`src/rtl/if_id_queue.sv`:
```
// IF/ID decoupling queue: DEPTH-entry FIFO of {pc, inst, pcIm} with backpressure, stall and flush.
// Optional macro IFQ_BYPASS_EN adds a zero-latency empty-queue bypass from the IF inputs to the head outputs.
module if_id_queue #(
  parameter int              XLEN     = 32,
  parameter int              ILEN     = 32,
  parameter int              IMMW     = 12,
  parameter int              DEPTH    = 4,
  parameter logic [ILEN-1:0] NOP_INST = 32'h0000_0000
) (
  input  logic                       clk_i,
  input  logic                       rst_i,
  input  logic                       push_i,
  input  logic [XLEN-1:0]            pc_i,
  input  logic [ILEN-1:0]            inst_i,
  input  logic [IMMW-1:0]            pcIm_i,
  output logic                       full_o,
  input  logic                       hazard_i,
  input  logic                       flush_i,
  output logic                       valid_o,
  output logic [XLEN-1:0]            pc_o,
  output logic [ILEN-1:0]            inst_o,
  output logic [IMMW-1:0]            pcIm_o,
  output logic [$clog2(DEPTH+1)-1:0] count_o
);

  localparam int CW = $clog2(DEPTH + 1);
  localparam int PW = $clog2(DEPTH);

  logic [XLEN-1:0] pc_mem_r   [DEPTH];
  logic [ILEN-1:0] inst_mem_r [DEPTH];
  logic [IMMW-1:0] imm_mem_r  [DEPTH];

  logic [PW-1:0] wr_ptr_r;
  logic [PW-1:0] rd_ptr_r;
  logic [CW-1:0] count_r;
  logic [CW-1:0] count_nxt_s;

  logic head_valid_s;
  logic byp_s;
  logic pop_s;
  logic acc_s;
  logic wr_en_s;
  logic rd_adv_s;

  // Pointer advance with an explicit wrap so DEPTH need not be a power of two.
  function automatic logic [PW-1:0] ptr_inc(input logic [PW-1:0] p);
    logic [PW-1:0] r;
    if (p == PW'(DEPTH - 1)) begin
      r = {PW{1'b0}};
    end else begin
      r = p + PW'(1);
    end
    return r;
  endfunction

  assign head_valid_s = (count_r != {CW{1'b0}});
  assign full_o       = (count_r == CW'(DEPTH));
  assign count_o      = count_r;

`ifdef IFQ_BYPASS_EN
  assign byp_s = ~head_valid_s & push_i & ~hazard_i & ~flush_i;
`else
  assign byp_s = 1'b0;
`endif

  assign pop_s    = valid_o & ~hazard_i & ~flush_i;
  assign acc_s    = push_i & ~flush_i & (~full_o | pop_s);
  // A bypassed entry is consumed straight from the inputs and never touches storage.
  assign wr_en_s  = acc_s & ~byp_s;
  assign rd_adv_s = pop_s & ~byp_s;

  // Head-entry output mux: bypass data, stored head, or bubble.
  always_comb begin
    valid_o = 1'b0;
    pc_o    = {XLEN{1'b0}};
    inst_o  = NOP_INST;
    pcIm_o  = {IMMW{1'b0}};
`ifdef IFQ_BYPASS_EN
    if (byp_s) begin
      valid_o = 1'b1;
      pc_o    = pc_i;
      inst_o  = inst_i;
      pcIm_o  = pcIm_i;
    end else if (head_valid_s) begin
      valid_o = 1'b1;
      pc_o    = pc_mem_r[rd_ptr_r];
      inst_o  = inst_mem_r[rd_ptr_r];
      pcIm_o  = imm_mem_r[rd_ptr_r];
    end else begin
      valid_o = 1'b0;
    end
`else
    if (head_valid_s) begin
      valid_o = 1'b1;
      pc_o    = pc_mem_r[rd_ptr_r];
      inst_o  = inst_mem_r[rd_ptr_r];
      pcIm_o  = imm_mem_r[rd_ptr_r];
    end else begin
      valid_o = 1'b0;
    end
`endif
  end

  // Occupancy next-state from accepted writes and stored-entry pops.
  always_comb begin
    count_nxt_s = count_r;
    case ({wr_en_s, rd_adv_s})
      2'b10:   count_nxt_s = count_r + CW'(1);
      2'b01:   count_nxt_s = count_r - CW'(1);
      default: count_nxt_s = count_r;
    endcase
  end

  // Pointer and occupancy registers; flush realigns the read pointer onto the write pointer.
  always_ff @(posedge clk_i) begin
    if (rst_i) begin
      wr_ptr_r <= {PW{1'b0}};
      rd_ptr_r <= {PW{1'b0}};
      count_r  <= {CW{1'b0}};
    end else if (flush_i) begin
      rd_ptr_r <= wr_ptr_r;
      count_r  <= {CW{1'b0}};
    end else begin
      if (wr_en_s) begin
        wr_ptr_r <= ptr_inc(wr_ptr_r);
      end
      if (rd_adv_s) begin
        rd_ptr_r <= ptr_inc(rd_ptr_r);
      end
      count_r <= count_nxt_s;
    end
  end

  // Entry storage; contents are don't-care after reset so it carries none.
  always_ff @(posedge clk_i) begin
    if (wr_en_s && !rst_i) begin
      pc_mem_r[wr_ptr_r]   <= pc_i;
      inst_mem_r[wr_ptr_r] <= inst_i;
      imm_mem_r[wr_ptr_r]  <= pcIm_i;
    end
  end

endmodule

```
`config.mk`:
```
export PLATFORM = sky130hd
export DESIGN_NAME = if_id_queue
export DESIGN_NICKNAME = d
export VERILOG_FILES = /design/src/rtl/if_id_queue.sv
export SDC_FILE = /design/constraint.sdc
export NUM_CORES = 1
export LEC_CHECK = 0
export CAP_MARGIN = 25
export CORE_UTILIZATION = 55
export DETAILED_ROUTE_END_ITERATION = 10
export PLACE_DENSITY_LB_ADDON = 0.15
export RECOVER_POWER = 50
export SKIP_CTS_REPAIR_TIMING = 1
export SLEW_MARGIN = 25
export SYNTH_ARGS = -nofsm -noshare
export SYNTH_HDL_FRONTEND = slang
export SYNTH_SLANG_ARGS = --single-unit
```
`constraint.sdc`:
```
create_clock -name clk_i -period 4.6 [get_ports clk_i]
set_clock_uncertainty 0.05 [all_clocks]
set_input_delay 0.92 -clock clk_i [delete_from_list [all_inputs] [get_ports clk_i]]
set_output_delay 0.92 -clock clk_i [all_outputs]
set_load 0.02 [all_outputs]
```
[Yosys cells after proc, flatten, opt, wreduce, memory -nomap -nowiden]
Memories as Yosys holds them, arrays and structs flattened. A register that Yosys moved wholly into a read port is not among the register bits.
Cells that the tools add are included.
Operators by class
  multiplexer cells: 17
  reduce and logical (&&, ||, !) cells: 7
  equal/unequal tests: 5
  add/subtract/negate cells: 4
  bitwise logic cells: 8
Operators with widths (count)
  $mux W32: 2
  $mux W2: 10
  $mux W12: 1
  $eq A2 B2 Y1 const B: 3
  $pmux W3 S2: 1
  $add A2 B1 Y2 const B: 2
  $and A1 B1 Y1: 4
  $reduce_bool A2 Y1: 2
  $add A3 B1 Y3 const B: 1
  $eq A3 B3 Y1 const B: 1
  $mux W1: 3
  $not A1 Y1: 3
  $reduce_bool A3 Y1: 1
  $sub A3 B1 Y3 const B: 1
  $eq A2 B1 Y1 const B: 1
  $reduce_and A2 Y1: 1
  $reduce_or A2 Y1: 1
  $logic_and A1 B1 Y1: 1
  $logic_not A1 Y1: 1
  $or A1 B1 Y1: 1
Word-level totals
  input bits: 81
  memories: 3
  register bits: 7
  logic and storage cells: 47
  memory bits (writable): 304
  output and inout bits: 81
Memory list
  inst_mem_r: depth 4, width 32, read ports 1, clocked after memory_dff 1, wr ports 1, RTL line 30  | logic [ILEN-1:0] inst_mem_r [DEPTH];
  pc_mem_r: depth 4, width 32, read ports 1, clocked after memory_dff 1, wr ports 1, RTL line 29  | logic [XLEN-1:0] pc_mem_r [DEPTH];
  imm_mem_r: depth 4, width 12, read ports 1, clocked after memory_dff 1, wr ports 1, RTL line 31  | logic [IMMW-1:0] imm_mem_r [DEPTH];

[Longest topological paths before layout]
Gate-level depths: netlist of the first run.
  depth after elaboration: 9
  mapped depth: 8
  gate-level depth less buffers: 7

[Worst setup path before layout of the first run]
Ideal clock, no wire load.
  path kind: input to register
  start point: input flush_i
  end point: memory imm_mem_r[0][0], enable pin
  path slack: 0.747 ns
  library setup time: 0.443 ns
  arrival time: 3.360 ns
  data required time: 4.107 ns
  cell stages on the path: 4
  path buffers: 0
  path through: nand2b_1 -> a31oi_1 -> nor2b_1 -> and2_1
On the way
  cells in the longest elaborated chain, start to end: 7
  elaborated cells on any way between the ends: 8
  classes of those cells: 2 x mux; 5 x bitwise; 1 x reduce/logical
Ends and longest elaborated chain
  start: declaration: RTL line 18  | input logic flush_i,
  $not A1 Y1 (no line) (*)
  $and A1 B1 Y1: RTL line 66  | assign pop_s = valid_o & ~hazard_i & ~flush_i;
  $or A1 B1 Y1: RTL line 67  | assign acc_s = push_i & ~flush_i & (~full_o | pop_s);
  $and A1 B1 Y1 (*): RTL line 67
  $logic_and A1 B1 Y1 (*): RTL line 136  | if (wr_en_s && !rst_i) begin
  $mux W1 (*): RTL line 136
  $mux W1 (not written as such) (*): RTL line 139  | imm_mem_r[wr_ptr_r] <= pcIm_i;
  end: declaration: RTL line 31
Mark *: on every way between the ends. The rest lies on a longest branch, timed or not.

==> impl_metrics.tcl, run 1 <==
set metrics [dict create \
    outcome "finished with violations" \
    failed_checks "max-capacitance violations, max-slew violations" \
    routed_wl_um 21800 \
    clock_latency_ps 540 \
    worst_pin_slew_ps 1880 \
    area_delta_synth_final_pct 23.9 \
    drv_cap 2 \
    ys_seq_area_share_pct 77.2 \
    ant_nets 0 \
    slew_headroom_pct -25.3 \
    die_w_um 150 \
    drt_iter0_markers 360 \
    dieArea_um2 22500 \
    syn-instance-count 544 \
    slowest_delay_ps 670 \
    report.final.hold_viol_count 0 \
    initial_utilization_pct 56.6 \
    synth.distinct_cells 33 \
    synthSimpleGateAreaFrac_pct 5.26 \
    cts.sinks 313 \
    rsz0062_at_grt "no" \
    p_seq_share_pct 53.7 \
    crit_path_end_kind "primary output" \
    layoutNonFillerInstCount 1024 \
    power_frac_comb_pct 6.6 \
    drc_errors 0 \
    yosys_warnings 0 \
    fin_setup_tns_ps 0 \
    drive_gt1_share_pct 18.1 \
    min_from "rd_ptr_r[0]" \
    crit_slowest_cell "dfxtp_4" \
    synth.cell_area_um2 12100 \
    arrival_ps 2960 \
    setup_viol 0 \
    synth.ff_latch_count 313 \
    wl_per_cell_um 21.3 \
    fp.dieH_um 150 \
    synthAdderAreaFrac_pct 0.581 \
    fmax_mhz 255 \
    h-tree-depth 1 \
    reg2reg_slack_ps 1140 \
    grt_max_degree 44 \
    synth_top_family_by_area "multiplexers" \
    grtUsageTotal_pct 20.4 \
    critPathLaunchType "flip-flop" \
    port_buffers 161 \
    nets 808 \
    synth_xor_area_share_pct 0.145 \
    crit_fanout 37 \
    peakVddDrop_uv 293 \
    rr_startpoint "count_o[0]" \
    cts_max_path_buffers 3 \
    tritoncts "done" \
    r2r-end "inst_mem_r[3][22]" \
    fillers 1291 \
    grt_pass1_vias 6053 \
    synth_nets 630 \
    first_pass_iters 5 \
    swShare_pct 19.7 \
    layout_common_cells "edfxtp_1 (304), clkdlybuf4s50_1 (81), dlygate4sd3_1 (80)" \
    period_share_pct 85.4 \
    synth-compound-area-share_pct 0.581 \
    power.leakage_uw 0.00477 \
    via_count 5713 \
    crit_family "buffers and inverters" \
    final_common_cell "edfxtp_1" \
    via_per_inst 5.58 \
    powerDensity_nw_per_um2 398 \
    std_cell_rows 53 \
    grt_pass1_wl_um 33900 \
    cp.required_ps 3630 \
    whs_ps 470 \
    synthMuxAreaShare_pct 14.4 \
    path_class "flip-flop to primary output" \
    crit_buf_inv 2 \
    p_int_uw 4780 \
    avgSynthCellArea_um2 22.2 \
    cts_root_buffer "clkbuf_16" \
    crit_chain "buf_12, mux4_2, and2_1, clkdlybuf4s50_1" \
    period_minus_slack_ps 3930 \
    hpwl_um 13200 \
    dp.cells 965 \
    path_clk_slew_ps 60 \
    holdPathStages 2 \
    reg2reg_depth 5 \
    drv_slew 70 \
    place_congestion 0.754 \
    core-area_um2 21300 \
    io_pins 162 \
    p_clk_share_pct 39.7 \
    cts-buffers-inserted 30 \
    netSwitchingPower_uw 1170 \
    grt_antenna_before_repair 4 \
    hp-class "flip-flop to flip-flop" \
    grt.overflow.total 0 \
]
==> Yosys cell counts <==
cell type | n | share of area [%]
nand2_1 | 2 | 0.062
buf_1 | 3 | 0.093
a311oi_1 | 1 | 0.073
or2_2 | 1 | 0.052
buf_2 | 5 | 0.21
o21ai_0 | 3 | 0.12
buf_4 | 3 | 0.19
mux4_2 | 76 | 14
ha_1 | 4 | 0.42
nor3_2 | 1 | 0.083
nand2b_1 | 4 | 0.21
edfxtp_1 | 304 | 76
nor3b_1 | 2 | 0.12
fa_1 | 1 | 0.17
xnor2_1 | 2 | 0.15
nor2b_1 | 1 | 0.052
buf_6 | 1 | 0.093
and2_1 | 81 | 4.2
o211a_1 | 1 | 0.083
dfxtp_1 | 9 | 1.5
nand3_1 | 1 | 0.041
a31oi_1 | 1 | 0.052
and3_1 | 2 | 0.10
nor2_1 | 5 | 0.16
a21o_1 | 1 | 0.062
mux2i_1 | 2 | 0.17
buf_12 | 5 | 0.83
a211oi_1 | 1 | 0.062
a21oi_1 | 3 | 0.12
inv_1 | 6 | 0.19
or3_1 | 1 | 0.052
nor3_1 | 3 | 0.12
clkbuf_1 | 8 | 0.25
==> flip-flops by register name, indices dropped and copies added, names as in the netlist, named ones only <==
name / count
inst_mem_r: 128
pc_mem_r: 128
wr_ptr_r: 2
imm_mem_r: 48
count_o: 3
rd_ptr_r: 2
==> stage by stage <==
stage	utilization, %	cell area (um^2)	worst slack [ps]	power, uW
floorplan	-	12100	747	3470
global placement	65.6	14000	1070	3650
detailed placement	65.6	14000	993	3670
finish	70.2	14900	672	5950
global route	70.2	14900	440	6140
CTS	70.2	14900	607	6010
==> kinds of logic (layout without fill, tap and decap cells) <==
family          count (synthesis)  count (layout)
flops                         313             313
simple gates                  104             104
mux                            78              78
buf+inv                        31             233
compound gates                 11              11
fa+ha+maj                       5               5
xor+xnor                        2               2
other cells                     0               3
==> routing by layer <==
layer  up-vias  GRT usage, %  routed length, um
li1       2570             -                  -
met1      2928          28.9               9270
met2       183          33.0              10800
met3        30          3.99               1370
met4         2          4.95                303
met5         -             0                 11
==> power by group through the flow <==
stage | Clock, uW | Combinational, uW | Sequential, uW
after floorplan | 0 | 233 | 3240
after global placement | 0 | 402 | 3250
after detailed placement | 0 | 412 | 3250
after CTS | 2400 | 414 | 3190
after global routing | 2520 | 423 | 3200
final | 2360 | 394 | 3190
==> worst register-to-register path, stage by stage (launching register included) <==
cell and delay [ps]:
dfxtp_1 450, nor2_1 140, a31oi_1 350, nor2b_1 290, and2_1 1440, buf_12 380
==> worst max path at each step <==
stage                     cells past startpoint                end      start
after detailed placement                      6  inst_mem_r[1][11]    flush_i
after CTS                                     4            pc_o[5]  flip-flop
after global placement                        6   inst_mem_r[0][7]    flush_i
after global routing                          5  inst_mem_r[2][20]   hazard_i
final                                         4            pc_o[5]  flip-flop
after floorplan                               4    imm_mem_r[0][0]    flush_i
==> cell type report <==
type / instances / area (um^2) / area share (%)
inverter: 6 / 22.5 / 0.151
multi-input combinational: 200 / 2530 / 16.9
clock inverter: 14 / 111 / 0.746
sequential: 313 / 9320 / 62.4
timing repair buffer: 171 / 1750 / 11.7
tap: 275 / 344 / 2.30
antenna: 3 / 7.51 / 0.0503
clock buffer: 42 / 857 / 5.74
(Power assumes the default switching activity.)
==> run 2: changes to the inputs <==
--- a/config.mk
+++ b/config.mk
@@ -5,8 +5,10 @@
 export SDC_FILE = /design/constraint.sdc
 export NUM_CORES = 1
 export LEC_CHECK = 0
+export ABC_CLOCK_PERIOD_IN_PS = 4600
 export CAP_MARGIN = 25
-export CORE_UTILIZATION = 55
+export CORE_UTILIZATION = 30
+export CTS_CLUSTER_SIZE = 40
 export DETAILED_ROUTE_END_ITERATION = 10
 export PLACE_DENSITY_LB_ADDON = 0.15
 export RECOVER_POWER = 50
==> impl_metrics.tcl, run 2 (synthesized netlist as in run 1, its figures left out) <==
set metrics [dict create \
    outcome "finished with violations" \
    failed_checks "max-capacitance violations, max-slew violations" \
    final_common_cell "edfxtp_1" \
    crit_chain "buf_12, mux4_2, and2_1, clkdlybuf4s50_1" \
    reg2reg_slack_ps 1350 \
    reg.largest.list "inst_mem_r: 128 flops, pc_mem_r: 128 flops, imm_mem_r: 48 flops" \
    drc_errors 0 \
    ff_latch_area_um2 9320 \
    first_pass_iters 4 \
    path_class "flip-flop to primary output" \
    critPathLaunchType "flip-flop" \
    dieArea_um2 41000 \
    drt_iter0_markers 348 \
    fmax_mhz 252 \
    io_pins 162 \
    cts_root_buffer "clkbuf_16" \
    path_clk_slew_ps 60 \
    arrival_ps 3000 \
    fp.dieH_um 202 \
    powerDensity_nw_per_um2 397 \
    fin_setup_tns_ps 0 \
    clock_latency_ps 560 \
    crit_slowest_cell "dfxtp_4" \
    finalWorstSetupSlack_ps 630 \
    period_share_pct 86.3 \
    routed_wl_um 25500 \
    grt_pass1_vias 6380 \
    wl_per_cell_um 20.0 \
    grtUsageTotal_pct 12.6 \
    cts_max_path_buffers 3 \
    rsz0062_at_grt "no" \
    area_delta_synth_final_pct 27.4 \
    worst_pin_slew_ps 1540 \
    layoutNonFillerInstCount 1277 \
    crit_path_end_kind "primary output" \
    setup_viol 0 \
    grt_pass1_wl_um 38800 \
    via_count 5741 \
    nets 814 \
    cts-buffers-inserted 31 \
    slew_headroom_pct -2.76 \
    reg2reg_depth 5 \
    grt_max_degree 44 \
    multi_input_area_um2 2530 \
    power.leakage_uw 0.00481 \
    layout_common_cells "edfxtp_1 (304), dlygate4sd3_1 (81), clkdlybuf4s50_1 (80)" \
    place_congestion 0.714 \
    port_buffers 161 \
    dp.cells 1220 \
    min_from "rd_ptr_r[1]" \
    h-tree-depth 1 \
    crit_fanout 43 \
    period_minus_slack_ps 3970 \
    grt_antenna_before_repair 2 \
    whs_ps 494 \
    fillers 3591 \
    report.final.hold_viol_count 0 \
    ant_nets 0 \
    cp.required_ps 3630 \
    utilization_pct 38.7 \
    post-place-ws_ps 1030 \
    initial_utilization_pct 30.4 \
    grt.overflow.total 0 \
    holdPathStages 2 \
    drv_slew 26 \
    hpwl_um 15700 \
    drive_gt1_share_pct 19.8 \
    tritoncts "done" \
    core-area_um2 39600 \
    cts.sinks 313 \
    die_w_um 202 \
    std_cell_rows 73 \
    via_per_inst 4.50 \
    slowest_delay_ps 630 \
    drv_cap 1 \
    peakVddDrop_uv 237 \
    rr_startpoint "count_o[0]" \
    num_antenna_cells 0 \
    r2r-end "inst_mem_r[2][24]" \
    hp-class "flip-flop to flip-flop" \
]
run 2: cell count changes in the layout (fill, tap and decap cells not counted), sizes merged, moves of 2 or more:
cell,previous run,this run
inv,6,8
diode,3,0
bufinv,2,4
clkinvlp,0,5
clkbuf,42,32
clkinv,12,14
buf,10,15
run 2: worst max-delay path: cells and delay by family, from the launching register on:
kind          cells  cell delay (ps)
buf+inv           2              940
flops             1              630
mux               1              610
simple gates      1              180
run 2: report_power, final:
group	switching, uW	internal, uW	leakage, uW
registers	24.6	3160	0.00282
logic	197	213	0.00150
clock network	1040	1460	0.000493
run 2: layout make-up:
class / instances / area share (%)
clock buffers: 32 / 5.08
clock inverters: 25 / 1.56
inverters: 6 / 0.147
multi-input cells: 200 / 16.5
flip-flops and latches: 313 / 60.7
well taps: 525 / 4.28
repair buffers: 176 / 11.8
run 2: worst max path at each step:
stage / endpoint / slack, ps / cells past startpoint
6_report: pc_o[11] / 630 / 4
5_1_grt: pc_o[11] / 450 / 4
4_1_cts: pc_o[11] / 520 / 4
3_5_place_dp: imm_mem_r[1][9] / 1030 / 6
3_3_place_gp: inst_mem_r[1][0] / 1080 / 6
2_1_floorplan: imm_mem_r[0][0] / 750 / 4
run 2: metal layers:
metal	global-route usage, %	up-vias	wire [um]	share of wire [%]
met3	2.33	43	1410	5.5
met5	0	-	13	0.051
li1	-	2569	-	-
met4	4.03	2	551	2.2
met1	16.9	2964	11100	43
met2	20.8	163	12500	49
run 2: through the flow:
step | cell area [um^2] | power (uW)
global route | 15400 | 6310
detailed placement | 14300 | 3690
finish | 15400 | 6100
global placement | 14300 | 3680
floorplan | 12100 | 3470
CTS | 15400 | 6200
==> variant 1, RTL diff (config.mk and constraints of run 1) <==
Change the parameter `ILEN` from 32 to 16.
--- a/src/rtl/if_id_queue.sv
+++ b/src/rtl/if_id_queue.sv
@@ -2,7 +2,7 @@
 // Optional macro IFQ_BYPASS_EN adds a zero-latency empty-queue bypass from the IF inputs to the head outputs.
 module if_id_queue #(
   parameter int              XLEN     = 32,
-  parameter int              ILEN     = 32,
+  parameter int              ILEN     = 16,
   parameter int              IMMW     = 12,
   parameter int              DEPTH    = 4,
   parameter logic [ILEN-1:0] NOP_INST = 32'h0000_0000
Ports: changed (resized inst_i and inst_o); port bits go from 162 to 130. No check against the original RTL was run, so the function may have changed too.
==> variant 1 against run 1 <==
The run still ends with max-capacitance violations, max-slew violations left; sequential power down 20%; sequential cell count down 64; sequential share of layout area down 0.35 points; power down 20%; wire length down 21%; clock power down 18%; critical path depth unchanged; final area down 20%; via count down 20%; core utilization down 1.0 points; area after synthesis down 20%; worst setup slack worse by 0.10 ns; first-iteration DRC count down 28%; global-route usage down 0.49 points; critical path type unchanged; largest power group unchanged.
==> variant 1: results (changes against run 1) <==
Filler cells: 1057 (-18%)
Initial antenna violation count: 3 (-1)
First-pass GRT wire length: 26800 um (-21%)
Vias in the first global route: 4805 (-21%)
Slew @ Worst Pin: 1.90 ns (+0.0215 ns)
Drt initial violations: 261 (-28%)
LEAKAGE: 3.81 nW (-20%)
Max VDD drop: 0.000324 V (+10%)
DR pass1 iterations: 4 (-1)
Metal3 WL: 960 um (-30%)
Crit Path Max Fanout: 64 (+73%)
Post-synthesis sequential area ratio: 76.4% (-0.83 points)
Vias post-DR: 4576 (-20%)
Post-Route WL: 17200 um (-21%)
Max Cap Viol: 1 (-1)
EDFF count, synth: 240 (-21%)
Most frequent cells after synthesis: edfxtp_1, and2_1, mux4_2, dfxtp_1
Failing checks: max-capacitance violations, max-slew violations
Crit-path max cell delay: 0.78 ns (+0.11 ns)
Clk Latency, worst-skew pair: 0.50 ns (-0.04 ns)
TritonCTS Buffers: 24 (-20%)
I/O Buffers: 129 (-20%)
Gr usage total: 19.9% (-0.49 points)
Area delta synth->final: 23.2%
Top Registers: pc_mem_r x128, inst_mem_r x64, imm_mem_r x48
Synth cell types: 34 (+3.0%)
Layout net count: 653 (-19%)
Status: finished, violations left
Net count after synthesis: 513 (-19%)
Final Max Tran Viols: 36 (-49%)
==> variant 1: area by class of cell <==
cell class	count	share of cell area [%]
Antenna cell	3	0.0630
Clock buffer	30	5.41
Clock inverter	14	1.17
Inverter	6	0.199
Multi-Input combinational cell	168	17.4
Sequential cell	249	62.0
Tap cell	225	2.36
Timing Repair Buffer	134	11.4
==> variant 1: final timing paths <==
path	to	slack (ns)	cells after the start
max	pc_o[28]	0.57	4
min	flop	0.50	2
max reg2reg	inst_mem_r[0][12]$_DFFE_PP_	1.30	5
min reg2reg	flop	0.50	2
==> variant 1: metrics by stage <==
| step | hold WS (ns) | cells | instance area, um2 | worst slack, ns |
|---|---|---|---|---|
| 6_report | 0.497 | 829 | 11900 | 0.569 |
| 3_5_place_dp | 0.472 | 782 | 11100 | 1.05 |
| 2_1_floorplan | 0.437 | 443 | 9670 | 1.11 |
| 4_1_cts | 0.496 | 826 | 11900 | 0.749 |
| 3_3_place_gp | 0.455 | 782 | 11100 | 1.12 |
| 5_1_grt | 0.542 | 828 | 11900 | 0.299 |
==> variant 1: where the power goes <==
group | internal (mW) | switching [mW] | total (mW)
Combinational | 0.167 | 0.151 | 0.318
Clock | 1.16 | 0.773 | 1.93
Sequential | 2.52 | 0.0195 | 2.54
Total | 3.84 | 0.944 | 4.79
==> variant 1: kinds of logic (layout without fill, tap and decap cells) <==
kind of cell,count (synthesis),count (layout),synth area share [%]
fa+ha+maj,5,5,0.725
simple gates,88,88,5.58
xor+xnor,2,2,0.181
other cells,0,3,0
compound gates,11,11,0.776
mux,62,62,14.2
buf+inv,26,184,2.17
flops,249,249,76.4
==> variant 1: metal layers <==
metal,GRT usage (%),vias up
met2,33.2,142
met1,27.6,2333
li1,-,2077
met4,5.31,0
met3,3.42,24
met5,0,-
==> variant 1: tightest hold or removal path: stages (launching register included) <==
cell and delay, ns:
dfxtp_1 0.31, o21ai_0 0.08, a311oi_1 0.11
==> variant 2, RTL diff (flow settings as in run 1) <==
Made on the original files. Reset style: asynchronous (`rst_i`), changed in one clocked block.
--- a/src/rtl/if_id_queue.sv
+++ b/src/rtl/if_id_queue.sv
@@ -112,7 +112,7 @@
   end
 
   // Pointer and occupancy registers; flush realigns the read pointer onto the write pointer.
-  always_ff @(posedge clk_i) begin
+  always_ff @(posedge clk_i or posedge rst_i) begin
     if (rst_i) begin
       wr_ptr_r <= {PW{1'b0}};
       rd_ptr_r <= {PW{1'b0}};
Check against the original RTL: differs if rst_i is asserted again (counterexample within 4 cycles, from zero or initial values and one cycle with rst_i high); with rst_i held inactive, the same outputs for 4 cycles.
==> variant 2 against run 1 <==
The run still ends with max-capacitance violations, max-slew violations left; die area shrank 0.23%; worst setup slack worse by 0.10 ns; sequential cell count shrank 2; first-iteration DRC count grew 3.6%; maximum frequency down 2.5%; final area is 0.24% lower; synthesized cell count unchanged; area after synthesis is 0.24% lower; hold slack better by 0.066 ns; via count is 0.58% higher; wire length rose by 1.1%; count of clock-buffer cells in the layout down 5; largest cell class unchanged; highest routed layer is now met4.
Power is not compared: it rests on default switching activity, and its combinational part moved more than twofold at a synthesized area within 25%.
==> variant 2: results (changes against run 1) <==
TritonCTS Buffers: 31 (+3.3%)
LEAKAGE: 4.85 nW
Dpl ws: 0.991 ns (-0.00263 ns)
Final Max Tran Viols: 33 (-53%)
Met2 Resource Use GR: 32.1% (-0.93 points)
Vias in the first global route: 5984 (-1.1%)
Gr usage total: 20.3% (-0.087 points)
Failing checks: max-capacitance violations, max-slew violations
Status: finished, violations left
Met1 capacity usage during global routing: 30.0% (+1.1 points)
CP arrival: 4.20 ns (+1.24 ns)
First-pass GRT wire length: 33900 um (about the same)
Htree depth: 1 (unchanged)
Clk Latency, worst-skew pair: 0.53 ns
Reg2reg start: count_o[0]$_DFFE_PP0P_
Crit-path max cell delay: 1.46 ns (+0.79 ns)
DR pass1 iterations: 4 (-1)
Largest cells by area after synthesis: edfxtp_1, mux4_2, and2_1
CP max stage cell: and2_1
Uppermost layer routed: met4
R2R Setup Slk: 1.19 ns (+0.05 ns)
Met3 GRT Util: 3.45% (-0.55 points)
Routed WL per cell: 21.7 um (+1.8%)
Metal3 WL: 1180 um (-14%)
Layout net count: 808 (unchanged)
Crit Path Max Fanout: 33 (-11%)
Hold_sp: wr_ptr_r[1]$_DFFE_PP0P_
EDFF count, synth: 304 (unchanged)
HPWL Detailed: 13300 um (+0.50%)
HP Class: reg2reg
Post-synth ARST share: 2.25% (+2.3 points)
Reg2Reg Capture Point: pc_mem_r[0][29]$_DFFE_PP_
Routed length on met2: 10700 um (-1.2%)
Primary FF master, synth: edfxtp_1
Share of layout cells above drive strength 1: 18.8% (+0.66 points)
Finished Core Util: 70.2% (about the same)
Yosys warns: 0 (unchanged)
Drt initial violations: 373 (+3.6%)
Longest Clk Path Bufs: 3 (unchanged)
I/O Buffers: 161 (unchanged)
Reg2Reg Depth: 4 (-1)
Net count after synthesis: 631 (+0.16%)
Hold Path Depth: 1 (-1)
RD Place Congestion: 0.752 (-0.24%)
Most frequent cells after synthesis: edfxtp_1, and2_1, mux4_2, clkbuf_1, buf_2
Max VDD drop: 0.000329 V
Slew headroom: -23.0% (+2.3 points)
Largest net degree at the start of global routing: 61 (+39%)
Synth cell types: 33 (unchanged)
Critical path's top delay family: simple AND/OR/NAND/NOR gates
Max Cap Viol: 1 (-1)
Via/cell ratio: 5.65 (+1.3%)
Initial antenna violation count: 1 (-3)
Metal-1 WL: 9800 um (+5.8%)
Post-synthesis sequential area ratio: 77.4% (+0.14 points)
Root Driver: clkbuf_16
Filler cells: 1310 (+1.5%)
variant 2: power groups by stage:
stage | registers [mW] | logic, mW | clock network (mW)
2_1_floorplan | 3.39 | 1.34 | 0
3_3_place_gp | 3.46 | 2.01 | 0
3_5_place_dp | 3.47 | 2.01 | 0
4_1_cts | 3.41 | 2.03 | 2.28
5_1_grt | 3.43 | 2.11 | 2.39
6_report | 3.40 | 1.97 | 2.24
variant 2: metrics by stage:
stage               std cells  power, mW  instance area [um2]  hold WS, ns
finish                   1017       7.62                14900        0.536
global route             1016       7.92                14900        0.546
CTS                      1016       7.72                14900        0.533
detailed placement        963       5.48                14000        0.520
global placement          963       5.47                14000        0.494
floorplan                 544       4.73                12000        0.484
variant 2: layout make-up:
cell class,count,area [um2],area share [%]
antenna,1,2.50,0.0168
clock buffer,37,798,5.36
clock inverter,16,103,0.689
inverter,6,22.5,0.151
multi-input combinational,197,2530,17.0
sequential,311,9310,62.5
tap,275,344,2.31
timing repair buffer,174,1780,12.0
variant 2: worst max path at each step:
stage | slack (ns) | end | cells past startpoint
after CTS | 0.54 | inst_o[15] | 5
after global placement | 1.08 | inst_mem_r[2][23]$_DFFE_PP_ | 5
final | 0.57 | pc_mem_r[0][29]$_DFFE_PP_ | 5
after floorplan | 0.70 | imm_mem_r[0][0]$_DFFE_PP_ | 4
after detailed placement | 0.99 | inst_mem_r[3][23]$_DFFE_PP_ | 5
after global routing | 0.39 | inst_o[15] | 5
variant 2: cells by family after synthesis:
family	count (synthesis)	synth area share, %
and+or+nand+nor	96	4.95
buffers and inverters	36	1.62
DFF	311	77.4
AOI/OAI and AO/OA	15	0.811
xor gates and xnor gates	2	0.146
adders and majority gates	6	0.687
muxes	78	14.4
